===== src/rtl/ex_wb_stage.sv =====
// Pipeline back end: MEM and WB stages, data-memory write handshake, register-file
// write port, EX-side forwarding and a saturating retired-instruction counter.
module ex_wb_stage #(
    parameter int unsigned DATA_W = 64,
    parameter int unsigned ADDR_W = 8,
    parameter int unsigned CNT_W  = 16
) (
    input  logic              clk,
    input  logic              reset,
    input  logic              ex_valid,
    input  logic              ex_wreg_en,
    input  logic              ex_wmem_en,
    input  logic [DATA_W-1:0] ex_r1out,
    input  logic [DATA_W-1:0] ex_r2out,
    input  logic [4:0]        ex_wreg1,
    output logic              stall_out,
    output logic              mem_we,
    output logic [ADDR_W-1:0] mem_addr,
    output logic [DATA_W-1:0] mem_wdata,
    input  logic              mem_ready,
    output logic              rf_we,
    output logic [4:0]        rf_waddr,
    output logic [DATA_W-1:0] rf_wdata,
    input  logic [4:0]        id_rs1,
    input  logic [4:0]        id_rs2,
    output logic              fwd_hit1,
    output logic              fwd_hit2,
    output logic [DATA_W-1:0] fwd_data1,
    output logic [DATA_W-1:0] fwd_data2,
    output logic [CNT_W-1:0]  retired_cnt
);

    typedef enum logic [0:0] {MIdle, MWait} mem_state_e;

    mem_state_e state_q, state_d;

    logic              mem_valid_q, mem_wreg_en_q, mem_wmem_en_q;
    logic [DATA_W-1:0] mem_r1_q, mem_r2_q;
    logic [4:0]        mem_wreg_q;

    logic              wb_valid_q, wb_wreg_en_q;
    logic [DATA_W-1:0] wb_r1_q;
    logic [4:0]        wb_wreg_q;

    logic [CNT_W-1:0]  cnt_q;

    logic mem_fwd1, mem_fwd2, wb_fwd1, wb_fwd2;

    // Outputs come straight from the MEM register, so an async reset drops them at once.
    assign mem_we    = mem_valid_q & mem_wmem_en_q;
    assign stall_out = mem_we & ~mem_ready;
    assign mem_addr  = mem_r1_q[ADDR_W-1:0];
    assign mem_wdata = mem_r2_q;

    assign rf_we       = wb_valid_q & wb_wreg_en_q & (wb_wreg_q != 5'd0);
    assign rf_waddr    = wb_wreg_q;
    assign rf_wdata    = wb_r1_q;
    assign retired_cnt = cnt_q;

    always_comb begin
        state_d = state_q;
        unique case (state_q)
            MIdle: if (mem_we && !mem_ready) state_d = MWait;
            MWait: if (mem_ready) state_d = MIdle;
            default: state_d = MIdle;
        endcase
    end

    always_ff @(posedge clk or negedge reset) begin
        if (!reset) begin
            state_q <= MIdle;
        end else begin
            state_q <= state_d;
        end
    end

    always_ff @(posedge clk or negedge reset) begin
        if (!reset) begin
            mem_valid_q   <= 1'b0;
            mem_wreg_en_q <= 1'b0;
            mem_wmem_en_q <= 1'b0;
            mem_r1_q      <= '0;
            mem_r2_q      <= '0;
            mem_wreg_q    <= 5'd0;
        end else if (!stall_out) begin
            mem_valid_q   <= ex_valid;
            mem_wreg_en_q <= ex_wreg_en;
            mem_wmem_en_q <= ex_wmem_en;
            mem_r1_q      <= ex_r1out;
            mem_r2_q      <= ex_r2out;
            mem_wreg_q    <= ex_wreg1;
        end
    end

    // A stalled MEM entry must not reach WB twice; only the valid bit is cleared.
    always_ff @(posedge clk or negedge reset) begin
        if (!reset) begin
            wb_valid_q   <= 1'b0;
            wb_wreg_en_q <= 1'b0;
            wb_r1_q      <= '0;
            wb_wreg_q    <= 5'd0;
        end else if (stall_out) begin
            wb_valid_q   <= 1'b0;
        end else begin
            wb_valid_q   <= mem_valid_q;
            wb_wreg_en_q <= mem_wreg_en_q;
            wb_r1_q      <= mem_r1_q;
            wb_wreg_q    <= mem_wreg_q;
        end
    end

    always_ff @(posedge clk or negedge reset) begin
        if (!reset) begin
            cnt_q <= '0;
        end else if (wb_valid_q && (cnt_q != {CNT_W{1'b1}})) begin
            cnt_q <= cnt_q + CNT_W'(1);
        end
    end

    always_comb begin
        mem_fwd1 = mem_valid_q & mem_wreg_en_q & (mem_wreg_q != 5'd0) & (mem_wreg_q == id_rs1);
        mem_fwd2 = mem_valid_q & mem_wreg_en_q & (mem_wreg_q != 5'd0) & (mem_wreg_q == id_rs2);
        wb_fwd1  = wb_valid_q & wb_wreg_en_q & (wb_wreg_q != 5'd0) & (wb_wreg_q == id_rs1);
        wb_fwd2  = wb_valid_q & wb_wreg_en_q & (wb_wreg_q != 5'd0) & (wb_wreg_q == id_rs2);

        fwd_hit1  = mem_fwd1 | wb_fwd1;
        fwd_hit2  = mem_fwd2 | wb_fwd2;
        fwd_data1 = '0;
        fwd_data2 = '0;
        if (mem_fwd1) begin
            fwd_data1 = mem_r1_q;
        end else if (wb_fwd1) begin
            fwd_data1 = wb_r1_q;
        end
        if (mem_fwd2) begin
            fwd_data2 = mem_r1_q;
        end else if (wb_fwd2) begin
            fwd_data2 = wb_r1_q;
        end
    end

endmodule


===== config.mk =====
export PLATFORM = sky130hd
export DESIGN_NAME = ex_wb_stage
export DESIGN_NICKNAME = d
export VERILOG_FILES = /design/src/rtl/ex_wb_stage.sv
export SDC_FILE = /design/constraint.sdc
export NUM_CORES = 1
export LEC_CHECK = 0
export CAP_MARGIN = 10
export CORE_MARGIN = 10
export CORE_UTILIZATION = 49
export CTS_BUF_LIST = sky130_fd_sc_hd__clkbuf_2 sky130_fd_sc_hd__clkbuf_4 sky130_fd_sc_hd__clkbuf_8
export DETAILED_ROUTE_END_ITERATION = 10
export GPL_ROUTABILITY_DRIVEN = 0
export PLACE_DENSITY = 0.88
export SLEW_MARGIN = 15
export SYNTH_ARGS = -nofsm -noshare
export SYNTH_HDL_FRONTEND = slang
export SYNTH_SLANG_ARGS = --single-unit

===== constraint.sdc =====
create_clock -name clk -period 4 [get_ports clk]
set_input_delay 0.8 -clock clk [delete_from_list [all_inputs] [get_ports clk]]
set_output_delay 0.8 -clock clk [all_outputs]
set_load 0.005 [all_outputs]

# Yosys cells after proc, flatten, opt, wreduce, memory -nomap -nowiden
# Cells that the tools add are included.
totals:
  elab_cells: 38
  ff_bits: 223
  out_inout_bits: 290
op_classes:
  n_reduce_logical: 3
  n_mux: 5
  add_sub_neg: 1
  n_bitwise: 13
  n_eq_ne: 5
op_table:
  columns: ["op", "n"]
  rows:
  - ["2-to-1 mux 64 bit", 4]
  - ["equality test 5 bit", 4]
  - ["adder 16 x 1 -> 16 bit (second input constant)", 1]
  - ["inequality test 16 bit (second input constant)", 1]
  - ["AND 1 bit", 10]
  - ["nonzero test 5 bit", 2]
  - ["OR 1 bit", 2]
  - ["logical AND 1 bit", 1]
  - ["2-to-1 mux 1 bit", 1]
  - ["inverter 1 bit", 1]

# Depth between registers and ports, before layout
depth:
  word_depth: 5
  depth_mapped: 8

# Least setup slack after synthesis
# Ideal clock, no wire load.
synth_path:
  path_type: "input port to output port"
  start: "input id_rs2[0]"
  end: "output fwd_data2[14]"
  required_time_ns: 3.200
  path_slack_ns: 1.137
  path_stages: 6
  arrival_ns: 2.063
  path_cell_list: "xnor2_1 -> nand3_1 -> nor4_1 -> buf_2 -> buf_2 -> mux2i_1"
synth_between:
  elab_chain_len: 4
synth_lines:
  columns: ["item", "line_no", "text"]
  rows:
  - ["from (decl)", "25", "input logic [4:0] id_rs2,"]
  - ["equality test 5 bit", "124", "wb_fwd2 = wb_valid_q & wb_wreg_en_q & (wb_wreg_q != 5'd0) & (wb_wreg_q == id_rs2);"]
  - ["AND 1 bit", "124", null]
  - ["2-to-1 mux 64 bit", "137", "end else if (wb_fwd2) begin"]
  - ["2-to-1 mux 64 bit (*)", "135", "if (mem_fwd2) begin"]
  - ["to (decl)", "29", "output logic [DATA_W-1:0] fwd_data2,"]
# Every way passes the cells marked *; elsewhere a longest branch is shown, timed or not.

# Worst setup path after layout
layout_path:
  start: "input id_rs2[0]"
  end: "output fwd_data2[45]"
# The elaborated chain is that of the path after synthesis.

==> flow_summary.yaml <==
status:
  status: "finished clean"
synth:
  yosysMostFrequentCell: "nand2_1"
  synth-seq-cells: 223
  synth.cell_area_um2: 11500
  synth_area_per_cell_um2: 8.67
  synth_nets: 1478
  synth_area_leaders: "dfrtp_1 48%, nand2_1 18%, mux2i_1 6.1%, mux2_2 5.6%, and4_1 4.7%"
  ys.flop_type: "dfrtp_1"
  synthDistinctLibCells: 31
  synth.yosys.seq_area_share: 0.485
  synth_common_cells: "553 x nand2_1, 223 x dfrtp_1, 80 x nand4_1"
  synth_warnings: 0
  synthDominantCellAreaShare: 0.485
  ys_async_sr_fraction: 1.00
  synth_edf_count: 0
  synth_top_area_cell: "dfrtp_1"
  syn_inst: 1328
sta:
  fin_tns_setup_ns: 0
  drv_slew: 0
  clock_skew_ns: 0.0176
  worst-slew-pin-transition_ns: 0.936
  timing.final.hold_violations: 0
  relSlewSlack: 0.376
  setup_viol: 0
  max_freq_mhz: 260
  whs_ns: 0.214
  final.period_utilization: 0.962
  setup_slack_ns: 0.151
  rsz0062_at_grt: "no"
  post-route-min-period_ns: 3.85
final_layout:
  n_fill_cell: 1628
  instances_no_fill: 2068
  area_delta_synth_final_pct: 48.0
  drive_gt1_frac: 0.0922
  utilization: 0.732
  final_area_um2: 17000
  finalNetCount: 1872
cts:
  hold_buffers: 0
  cts_tree: "done"
  cts_htree_levels: 2
  cts.sinks: 223
  numCtsBuffers: 39
  root_buffer: "clkbuf_8"
  postCtsSetupRepairBufs: 0
  clk_pin_slew_worst_paths_ns: 0.06
  clockBufferDepth: 3
  insertion_delay_ns: 0.51
pwr:
  vdd_ir_drop_max_mv: 0.318
  powerDensity_nw_per_um2: 369
  p_total_mw: 6.29
  power.leakage_nw: 7.81
floorplan:
  fp.dieArea_um2: 30000
  start_util: 0.495
  rows: 56
  core_area_um2: 23300
  ios: 439
  die_h_um: 173
  die_w_um: 173
placement:
  dp_slack_ns: -0.0164
  io_buffers: 438
  placed_area_um2: 16200
  placed_cells: 1999
  hpwl_mm: 29.5
global_routing:
  antenna_found_initial: 2
  grt-ovfl-total: 0
  grt_max_degree: 208
  grt_pass1_vias: 11600
  grtUsageTotal: 0.274
  grt_pass1_wl_mm: 66.7
route:
  wirelength_mm: 43.0
  drt-initial-drc-count: 1201
  num_vias: 11400
  ant_nets: 0
  drc: 0
  dr.pass1.iters: 7
  wl_per_cell_um: 20.8
  vias_per_cell: 5.51
worst_setup_path:
  r2r_start: "mem_valid_q"
  rr_endpoint: "mem_r1_q[34]"
  end_kind: "output pin"
  crit_arrival_ns: 3.05
  start_kind: "input pin"
  worst-setup-path-type: "input pin to output pin"
  rrSetupSlack_ns: 2.09
  worst_r2r_path_depth: 5
  worstPathRequired_ns: 3.20
  path_max_fanout: 30
run:
  maxCapViolCount: 0
hold_path:
  hold_class: "input pin to async pin"
==> logic make-up (layout without fill, tap and decap cells) <==
| kind of cell | count (synthesis) | in the layout | share of synthesized area |
|---|---|---|---|
| AO/OA/AOI/OAI | 38 | 38 | 0.0180 |
| XOR/XNOR | 33 | 33 | 0.0251 |
| adder cells (fa/ha/maj) | 1 | 1 | 0.00109 |
| buffers and inverters | 176 | 595 | 0.0652 |
| flip-flops | 223 | 223 | 0.485 |
| multiplexers | 131 | 131 | 0.121 |
| other | 0 | 2 | 0 |
| AND/OR/NAND/NOR | 726 | 726 | 0.285 |
==> state kept, by name (all words and copies together) (netlist names) <==
| register | flops |
|---|---|
| mem_r1_q | 64 |
| mem_valid_q | 1 |
| mem_wdata | 64 |
| mem_wmem_en_q | 1 |
| mem_wreg_en_q | 1 |
| mem_wreg_q | 5 |
| retired_cnt | 16 |
| rf_waddr | 5 |
| rf_wdata | 64 |
| wb_valid_q | 1 |
| wb_wreg_en_q | 1 |
==> final cells by class <==
class,instances,area [um^2],area share
flip-flops and latches,223,5580,0.328
diodes,2,5.00,0.000294
repair buffers,463,4770,0.280
well taps,319,399,0.0234
inverters,66,253,0.0148
clock buffers,57,722,0.0424
multi-input cells,929,5240,0.307
clock inverters,9,70.1,0.00411
==> cells in the final DEF, fill, tap and decap left out, types with 7 or more instances in the layout <==
| master | count |
|---|---|
| and4_1 | 62 |
| buf_12 | 13 |
| buf_4 | 11 |
| clkbuf_4 | 10 |
| clkbuf_8 | 47 |
| clkdlybuf4s50_1 | 436 |
| clkinv_2 | 8 |
| dfrtp_1 | 223 |
| inv_1 | 65 |
| mux2_2 | 57 |
| mux2i_1 | 70 |
| nand2_1 | 553 |
| nand3_1 | 7 |
| nand4_1 | 80 |
| o21ai_0 | 33 |
| xnor2_1 | 16 |
| xor2_1 | 17 |
==> worst max-delay path, cell delays in order <==
cell,delay (ns)
clkdlybuf4s50_1,0.51
xnor2_1,0.15
nand3_1,0.12
nor4_2,0.15
buf_4,0.22
buf_12,0.25
mux2i_1,0.25
clkdlybuf4s50_1,0.56
==> layer usage <==
layer  track usage  up-vias  routed length [um]
met5             0        -                   0
met4         0.160        0                2700
met2         0.451      671               20600
li1              -     5145                   -
met3        0.0832      150                4070
met1         0.310     5437               15700
==> repair_timing <==
item / 4_1_cts / 5_1_grt
resized for setup: 0 / 1
pin swaps: 0 / 3
gates cloned: 1 / 0
setup endpoints to repair: 2 / 56
==> how the worst max path moves through the flow <==
stage               startpoint  cells after the start             to  slack [ns]
global route         id_rs2[2]                      9  fwd_data2[40]       0.004
finish               id_rs2[0]                      8  fwd_data2[45]        0.15
floorplan            id_rs2[0]                      6  fwd_data2[14]        1.14
detailed placement   id_rs2[0]                      9   fwd_data2[1]       -0.02
CTS                  id_rs2[0]                      9   fwd_data2[1]        0.03
global placement     id_rs2[0]                      9  fwd_data2[63]         0.1
==> where the power goes <==
part	switching [mW]	total, mW	internal [mW]	leakage, nW
sequential	0.273	2.78	2.50	2.68
clock	0.906	2.12	1.22	0.429
combinational	0.686	1.39	0.702	4.70
total	1.86	6.29	4.43	7.81
(Power assumes the default switching activity.)
